**src/rtl/alu_seq.sv**
```systemverilog
// rtl/alu_seq.sv - sequencer driving a shared 8-bit ALU for single ops, multi-step shifts and shift-add multiply
module alu_seq (
    input  logic       clk,
    input  logic       reset_n,
    input  logic       req_valid,
    output logic       req_ready,
    input  logic [1:0] req_cmd,
    input  logic [3:0] req_op,
    input  logic [7:0] req_a,
    input  logic [7:0] req_b,
    input  logic [2:0] req_cnt,
    output logic [3:0] alu_opcode,
    output logic [7:0] alu_in0,
    output logic [7:0] alu_in1,
    input  logic [7:0] alu_result,
    input  logic       alu_zero,
    output logic       rsp_valid,
    input  logic       rsp_ready,
    output logic [7:0] rsp_data,
    output logic       rsp_zero,
    output logic       busy
);

    localparam logic [1:0] ST_IDLE = 2'd0;
    localparam logic [1:0] ST_EXEC = 2'd1;
    localparam logic [1:0] ST_DONE = 2'd2;

    localparam logic [1:0] CMD_SINGLE = 2'b00;
    localparam logic [1:0] CMD_SHL    = 2'b01;
    localparam logic [1:0] CMD_SHR    = 2'b10;
    localparam logic [1:0] CMD_MUL    = 2'b11;

    localparam logic [3:0] OP_BYPASS = 4'b0000;
    localparam logic [3:0] OP_SHL1   = 4'b0010;
    localparam logic [3:0] OP_SHR1   = 4'b0100;
    localparam logic [3:0] OP_ADD    = 4'b1110;

    logic [1:0] state_q, state_d;
    logic [1:0] cmd_q, cmd_d;
    logic [3:0] op_q, op_d;
    logic       bypass_q, bypass_d;
    logic [7:0] acc_q, acc_d;
    logic [7:0] mcand_q, mcand_d;
    logic [7:0] mplier_q, mplier_d;
    logic [2:0] count_q, count_d;
    logic [7:0] rsp_data_q, rsp_data_d;
    logic       rsp_zero_q, rsp_zero_d;

    assign req_ready = (state_q == ST_IDLE);
    assign rsp_valid = (state_q == ST_DONE);
    assign busy      = (state_q != ST_IDLE);
    assign rsp_data  = rsp_data_q;
    assign rsp_zero  = rsp_zero_q;

    // SINGLE reuses acc/mcand as its a/b operand latches
    always_comb begin
        alu_opcode = OP_BYPASS;
        alu_in0    = 8'h00;
        alu_in1    = 8'h00;
        if (state_q == ST_EXEC) begin
            alu_in0 = acc_q;
            case (cmd_q)
                CMD_SINGLE: begin
                    alu_opcode = op_q;
                    alu_in1    = mcand_q;
                end
                CMD_SHL: alu_opcode = bypass_q ? OP_BYPASS : OP_SHL1;
                CMD_SHR: alu_opcode = bypass_q ? OP_BYPASS : OP_SHR1;
                default: begin
                    if (mplier_q[0]) begin
                        alu_opcode = OP_ADD;
                        alu_in1    = mcand_q;
                    end
                end
            endcase
        end
    end

    always_comb begin
        state_d    = state_q;
        cmd_d      = cmd_q;
        op_d       = op_q;
        bypass_d   = bypass_q;
        acc_d      = acc_q;
        mcand_d    = mcand_q;
        mplier_d   = mplier_q;
        count_d    = count_q;
        rsp_data_d = rsp_data_q;
        rsp_zero_d = rsp_zero_q;
        case (state_q)
            ST_IDLE: begin
                if (req_valid) begin
                    state_d  = ST_EXEC;
                    cmd_d    = req_cmd;
                    op_d     = req_op;
                    bypass_d = (req_cnt == 3'd0);
                    acc_d    = (req_cmd == CMD_MUL) ? 8'h00 : req_a;
                    mcand_d  = (req_cmd == CMD_SINGLE) ? req_b : req_a;
                    mplier_d = req_b;
                    case (req_cmd)
                        CMD_SINGLE: count_d = 3'd0;
                        CMD_MUL:    count_d = 3'd7;
                        default:    count_d = (req_cnt == 3'd0) ? 3'd0 : req_cnt - 3'd1;
                    endcase
                end
            end
            ST_EXEC: begin
                acc_d = alu_result;
                if (cmd_q == CMD_MUL) begin
                    mcand_d  = {mcand_q[6:0], 1'b0};
                    mplier_d = {1'b0, mplier_q[7:1]};
                end
                if (count_q == 3'd0) begin
                    rsp_data_d = alu_result;
                    rsp_zero_d = alu_zero;
                    state_d    = ST_DONE;
                end else begin
                    count_d = count_q - 3'd1;
                end
            end
            ST_DONE: begin
                if (rsp_ready) begin
                    state_d = ST_IDLE;
                end
            end
            default: state_d = ST_IDLE;
        endcase
    end

    always_ff @(posedge clk) begin
        if (!reset_n) begin
            state_q    <= ST_IDLE;
            cmd_q      <= CMD_SINGLE;
            op_q       <= 4'h0;
            bypass_q   <= 1'b0;
            acc_q      <= 8'h00;
            mcand_q    <= 8'h00;
            mplier_q   <= 8'h00;
            count_q    <= 3'd0;
            rsp_data_q <= 8'h00;
            rsp_zero_q <= 1'b0;
        end else begin
            state_q    <= state_d;
            cmd_q      <= cmd_d;
            op_q       <= op_d;
            bypass_q   <= bypass_d;
            acc_q      <= acc_d;
            mcand_q    <= mcand_d;
            mplier_q   <= mplier_d;
            count_q    <= count_d;
            rsp_data_q <= rsp_data_d;
            rsp_zero_q <= rsp_zero_d;
        end
    end

endmodule

```
**config.mk**
```make
export PLATFORM = sky130hd
export DESIGN_NAME = alu_seq
export DESIGN_NICKNAME = d
export VERILOG_FILES = /design/src/rtl/alu_seq.sv
export SDC_FILE = /design/constraint.sdc
export NUM_CORES = 1
export LEC_CHECK = 0
export ABC_AREA = 1
export BUFFER_PORTS_ARGS = -buffer_cell sky130_fd_sc_hd__buf_2
export CORE_ASPECT_RATIO = 0.8
export CORE_UTILIZATION = 40
export CTS_CLUSTER_DIAMETER = 120
export DETAILED_ROUTE_END_ITERATION = 8
export GPL_TIMING_DRIVEN = 0
export SYNTH_ARGS = -nofsm -noshare
export SYNTH_HDL_FRONTEND = slang
export SYNTH_SLANG_ARGS = --single-unit
```
**constraint.sdc**
```tcl
create_clock -name clk -period 2.8 [get_ports clk]
set_input_delay 0 -clock clk [delete_from_list [all_inputs] [get_ports clk]]
set_output_delay 0 -clock clk [all_outputs]
set_load 0.05 [all_outputs]
```
# Yosys cells after proc, flatten, opt, wreduce, memory -nomap -nowiden
# Cells that the tools add are included.
# totals
regBits,45
# op_classes
add_sub_neg,2
n_eq_ne,11
n_mux,28
n_reduce_logical,14
# ops
operator,n
$mux W8,10
$pmux W8 S2,4
$mux W3,4
$pmux W3 S2,2
$pmux W4 S3,1
$reduce_and A3 Y1,3
$eq A2 B2 Y1 const B,4
$mux W2,4
$mux W4,2
$logic_not A2 Y1,3
$logic_not A3 Y1,2
$ne A2 B1 Y1 const B,3
$pmux W2 S3,1
$reduce_and A2 Y1,3
$sub A3 B1 Y3 const B,2
$eq A2 B1 Y1 const B,2
$ne A2 B2 Y1 const B,2
$reduce_bool A2 Y1,2
$reduce_or A2 Y1,1

# Depth between registers and ports, before layout
# Gate-level depths: netlist of the first run.
# logic_depth
word_depth,5
ltp_mapped,9
ltp_nobuf,9

# Worst setup path before layout of the first run
# OpenSTA, ideal clock, no wires.
# synth_path
path_kind,register to output
start,reg state_q[0]
end,out alu_in1[3]
arrival_time_ns,1.935
required_ns,2.800
setup_slack_ns,0.865
path_stages_with_launch,5
path_buffers,2
path_cell_list,dfxtp_1 nand2_4 buf_2 buf_2 nor3_1
# synth_via
elab_chain_len,2
# synth_lines
item,line_no,source
"start, declared",38,"logic [1:0] state_q, state_d;"
"start signal, assigned",143,state_q <= state_d;
$eq A2 B1 Y1,60,if (state_q == ST_EXEC) begin
$mux W8,60,
"end, declared",14,"output logic [7:0] alu_in1,"
# No other way between the ends.

# Worst setup path after layout of the first run
# layout_path
start,reg state_q[1]
end,out alu_opcode[3]
# layout_via
elab_chain_len,2
# layout_lines
item,line_no,source
$eq A2 B1 Y1,60,
$mux W4,60,
"end, declared",12,"output logic [3:0] alu_opcode,"
# No other way between the ends.

==> results of run 1 <==
## logic make-up after synthesis
logic type	after synthesis
simple gates	161
compound gates	74
buf+inv	74
flops	45
fa+ha+maj	6
## routing by layer
metal	track usage, %	part of all wire (%)	vias to the layer above
met2	35.8	44	65
met3	4.37	4.3	2
met5	0	0	-
met1	32.9	51	1092
met4	4.74	0.44	0
li1	-	-	1311
## layout by cell type (no fill, tap or decap), types with 4 or more instances in the layout
cell type,n
a21oi_1,22
buf_2,77
clkbuf_1,5
clkbuf_8,5
dfxtp_1,45
dlygate4sd3_1,17
ha_1,6
inv_1,55
inv_2,4
nand2_1,82
nand3_1,18
nor2_1,46
nor3_1,8
o211ai_1,7
o21ai_0,40
## power groups by stage
stage / Clock, mW / Sequential (mW) / Combinational (mW)
after global routing: 0.440 / 0.758 / 0.616
after CTS: 0.408 / 0.748 / 0.546
final: 0.403 / 0.749 / 0.547
after detailed placement: 0 / 0.762 / 0.527
after floorplan: 0 / 0.791 / 0.353
after global placement: 0 / 0.761 / 0.525
## worst max-delay path, cell delays in order, from the launching register on
cell and delay, ns:
dfxtp_1 0.33, inv_1 0.12, nand2_4 0.12, inv_2 0.18, buf_2 0.26, nand2_1 0.11, a21oi_1 0.12, buf_2 0.28
## flip-flops by register name, indices dropped and copies added (netlist names)
register,count
mcand_q,8
state_q,2
bypass_q,1
rsp_zero,1
count_q,3
cmd_q,2
rsp_data,8
acc_q,8
mplier_q,8
op_q,4
## worst min-delay path by stage
stage          startpoint        to  slack [ns]
3_5_place_dp     alu_zero  rsp_zero        0.24
4_1_cts           reset_n   op_q[3]       0.004
6_report          reset_n   op_q[3]       0.008
2_1_floorplan    alu_zero  rsp_zero        0.13
5_1_grt           reset_n  bypass_q        0.02
3_3_place_gp     alu_zero  rsp_zero        0.23
## timing repair
action / CTS / global route
hold endpoints to repair: 17 / 0
hold buffers: 17 / 0
endpoints found under the setup margin: 0 / 0
## layout make-up
type	count	area, sq um	share of cell area (%)
buffer	15	77.6	2.55
multi-input combinational	241	1140	37.6
sequential	45	901	29.7
clock buffer	6	72.6	2.39
timing repair buffer	86	515	17.0
clock inverter	2	10.0	0.329
tap	78	97.6	3.21
inverter	59	221	7.29
## stage by stage
stage          utilization, %  cells
6_report                 54.7    532
5_1_grt                  54.7    532
4_1_cts                  54.7    532
3_5_place_dp             50.1    507
3_3_place_gp             50.1    507
2_1_floorplan               -    360
==> run summary, run 1 <==
share of cells above drive strength 1: 21.6%
final setup fails: 0
core area: 0.00556 sq mm
TritonCTS clock tree: built
critical path required time: 2.80 ns
Die ar.: 0.00617 sq mm
switching part of the total power: 37.6%
Max H-tree Level: 2
fin crit period: 1.82 ns
Die H: 70.4 um
CP max FO: 10
Clock Tree Buf Depth: 2
Post-Syn Instances: 360
GRT Overall Usage: 23.0%
Antenna Violating Nets Remaining: 0
Worst setup SP type: flip-flop
NumNets Final: 497
DRC: 0
FF-to-FF setup slack: 1.39 ns
grt total ovfl: 0
drt total wl: 6610 um
clock buffer count from CTS: 5
unrepaired setup endpoints after global routing: false
Worst R2R Path Depth: 7
ranking of synthesized cells by area: dfxtp_1 38%, nand2_1 13%, inv_1 8.8%, o21ai_0 8.5%, nor2_1 7.4%
post-synthesis adder-cell area fraction: 3.21%
vias in the first global route: 2,306
Worst setup EP type: primary output
IR drop worst, VDD: 332 uV
vias: 2,470
share of power burned in registers: 44.1%
area share of the largest cell type after synthesis: 38.5%
max-cap viol count: 0
Top Ports: 70
Hold/Removal Path Class: input port to flip-flop
leakage power: 1.53 nW
CP startpoint: state_q[1]
Fin Hold WS: 0.00787 ns
Clock Power Share: 23.7%
Logic pwr share: 32.2%
initial antenna violation count: 0
Async SR Flop Fraction: 0%
Tot Pwr: 1.70 mW
worst r2r dst: rsp_data[3]
P&R area growth vs syn: 29.7%
Final WS setup: 0.982 ns
largest net degree at the start of global routing: 14
Ant. Diodes: 0
Slew Limit Fails: 0
post-synthesis simple-gate area fraction: 28.4%
Cell Area, Synth: 0.00234 sq mm
CTS Root Cell: clkbuf_8
first-pass GRT wire length: 10,900 um
Avg Cell Area, Syn: 6.51 sq um
Die X: 87.6 um
clk_lat worst skew: 0.30 ns
First-pass DRT Iterations: 4
Iteration-0 DRC Markers: 82
reg2reg start: count_q[0]
initial cell density of the core: 42.2%
Setup TNS: 0 ns
Post-CTS Setup Inserts: 0
Achievable Freq: 0.550 GHz
Least-Margin Pin Slew: 0.469 ns
Seq/Total Area, Yosys: 38.5%
Cell Area, Placed: 0.00279 sq mm
Worst slew margin: 68.7%
cell area after layout: 0.00304 sq mm
Placement Rows: 24
predominant post-synthesis flop cell: dfxtp_1
Avg Vias per Cell: 4.64
hpwl dp: 4850 um
status: finished, final reports clean
post-synth cell types: 21
largest family of logic cells by synthesized area: simple AND/OR/NAND/NOR gates
Synth warnings: 0
drt wl/cell: 12.4 um
NetSw: 0.639 mW
final setup skew: 0.00438 ns
xor and xnor area share after synthesis: 0%
Fin. Hold Viols: 0
largest area contributor in the netlist: dfxtp_1
period utilisation layout: 64.9%
most frequent cell after synthesis: nand2_1
critical path capture point: alu_opcode[3]
post-cts resize count: 0
Synthesized Nets: 404
PortBufs: 69
clock sinks: 45
Post-synth EDFFs: 0
internal power: 1.06 mW
PD cells: 559 mW/mm^2
FF+latch count, synth: 45
critical path arrival: 1.82 ns
Compound-Gate Fraction of Synth Area: 17.1%
clock slew at reported path FFs: 0.09 ns
routability congestion estimate: 0.845
WHS Path Cells: 3
mux cell area share after synthesis: 0%
Setup WS pre-CTS: 1.32 ns
path type of the worst setup path: flip-flop to primary output
fill cell count: 574
list of most frequent post-synthesis cells: 82 x nand2_1, 55 x inv_1, 46 x nor2_1
Power figures use the tool's default switching activity.
==> run 2, diff against run 1 <==
- PLACE_DENSITY: not set -> 0.67
- clock period: 2.8 -> 1.5 ns (I/O delays scaled with it)
==> run 2 against run 1 <==
Effect of this change: final area up 6.7%; largest power group unchanged; clock power is 99% higher; non-clock buffer count grew 5; sequential cell count unchanged; critical path type unchanged; clock-buffer cell count is 1 lower; sequential power rose by 88%; via count rose by 3.8%; core utilization rose by 3.7 points; die area stayed put; global-route usage is 0.44 points higher; register-to-register slack lost 1.2 ns; worst hold slack improved by 0.053 ns.
==> run summary, run 2 (same netlist as run 1, synthesis figures left out) <==
status: finished, final reports clean
Final Core Density: 58.4%
P&R area growth vs syn: 38.4%
clk_lat worst skew: 0.32 ns
FF-to-FF setup slack: 0.18 ns
initial antenna violation count: 0
first-pass GRT wire length: 11,200 um
Clock Power Share: 24.0%
hpwl dp: 4710 um
First-pass DRT Iterations: 4
core area: 0.00556 sq mm
PortBufs: 69
period utilisation layout: 97.0%
critical path arrival: 1.45 ns
DRC: 0
commonest non-fill, non-tap cell in the layout: nand2_1
Worst R2R Path Depth: 8
hold endpoint: acc_q[1]
clock buffer count from CTS: 5
share of power burned in registers: 42.2%
path type of the worst setup path: flip-flop to primary output
Die X: 87.6 um
CP max FO: 19
unrepaired setup endpoints after global routing: true
min-delay src: req_a[1]
Worst slew margin: 69.2%
Logic pwr share: 33.7%
NetSw: 1.29 mW
final setup skew: 0.0139 ns
Avg Vias per Cell: 4.78
switching part of the total power: 38.5%
GRT Overall Usage: 23.4%
reg2reg start: state_q[1]
Max H-tree Level: 2
CTS Root Cell: clkbuf_8
initial cell density of the core: 42.2%
Worst setup EP type: primary output
Hold/Removal Path Class: input port to flip-flop
dpl cells: 507
PD cells: 1030 mW/mm^2
WHS Path Cells: 5
clock slew at reported path FFs: 0.10 ns
Die ar.: 0.00617 sq mm
share of cells above drive strength 1: 25.5%
drt wl/cell: 12.5 um
most frequent cells in the layout: 79 x nand2_1, 60 x buf_2, 53 x inv_1, 44 x nor2_1, 41 x dfxtp_1
Iteration-0 DRC Markers: 102
Least-Margin Pin Slew: 0.463 ns
vias: 2,565
max-cap viol count: 0
Achievable Freq: 0.688 GHz
largest net degree at the start of global routing: 20
fill cell count: 549
Setup WS pre-CTS: 0.0174 ns
drt total wl: 6710 um
IR drop worst, VDD: 553 uV
Ant. Diodes: 0
internal power: 2.05 mW
final setup fails: 0
NumNets Final: 502
grt total ovfl: 0
Die H: 70.4 um
critical path required time: 1.50 ns
leakage power: 1.57 nW
routability congestion estimate: 0.837
Fin Hold WS: 0.0606 ns
vias in the first global route: 2,412
Fin. Hold Viols: 0
Clock Tree Buf Depth: 2
Slew Limit Fails: 0
Antenna Violating Nets Remaining: 0
Placement Rows: 24
fin crit period: 1.45 ns
Worst setup SP type: flip-flop
clock sinks: 45
Final WS setup: 0.0455 ns
Top Ports: 70
worst r2r dst: mplier_q[3]
TritonCTS clock tree: built
non-filler cells, final: 537
run 2: cell types whose count changed in the layout (fill, tap and decap cells not counted), moves of 3 or more:
cell | before | now
buf_4 | 3 | 17
nand2_1 | 82 | 79
clkinvlp_4 | 0 | 3
dfxtp_1 | 45 | 41
buf_6 | 0 | 5
buf_2 | 77 | 60
run 2: metrics by stage:
| stage | power, mW | TNS (ns) | area (sq um) |
|---|---|---|---|
| final | 3.34 | 0 | 3240 |
| after global routing | 3.51 | -0.169 | 3240 |
| after CTS | 3.28 | 0 | 3170 |
| after detailed placement | 2.41 | 0 | 2800 |
| after global placement | 2.40 | 0 | 2800 |
| after floorplan | 2.14 | -2.99 | 2360 |
run 2: critical path, cell delays in order, from the launching register on:
cell and delay [ns]:
dfxtp_2 0.35, inv_4 0.08, nand2_8 0.09, buf_4 0.22, nor3_2 0.17, buf_4 0.22
run 2: layout make-up:
cell class	instances	area, sq um	share of cell area [%]
buffer	14	91.3	2.82
timing repair buffer	92	611	18.8
tap	78	97.6	3.01
clock inverter	3	22.5	0.695
multi-input combinational	241	1200	37.1
inverter	59	239	7.37
clock buffer	5	68.8	2.12
sequential	45	911	28.1
run 2: worst max-delay path by stage:
stage               cells after the start        from             to
floorplan                               4    cmd_q[1]     alu_in1[0]
global placement                        7  state_q[1]  alu_opcode[3]
detailed placement                      6  state_q[0]  alu_opcode[3]
CTS                                     7  state_q[1]  alu_opcode[3]
global route                            7    cmd_q[0]     alu_in1[2]
finish                                  5  state_q[1]     alu_in1[4]
run 2: timing repair:
item / 4_1_cts / 5_1_grt
hold buffers: 18 / 0
cloned: 0 / 0
endpoints found under the setup margin: 20 / 30
hold endpoints to repair: 18 / 0
gates resized for setup: 35 / 13
buffers inserted: 1 / 4
pin swaps: 2 / 2
run 2: routing by layer:
layer,wire [um],track usage (%)
met5,0,0
met4,103,7.65
met3,391,5.44
met2,3030,35.7
met1,3180,32.5
run 2: power by group through the flow:
| stage | Sequential [mW] | Combinational (mW) | Clock (mW) |
|---|---|---|---|
| 2_1_floorplan | 1.48 | 0.667 | 0 |
| 3_3_place_gp | 1.42 | 0.976 | 0 |
| 3_5_place_dp | 1.42 | 0.987 | 0 |
| 4_1_cts | 1.40 | 1.07 | 0.807 |
| 5_1_grt | 1.42 | 1.25 | 0.840 |
| 6_report | 1.41 | 1.13 | 0.801 |
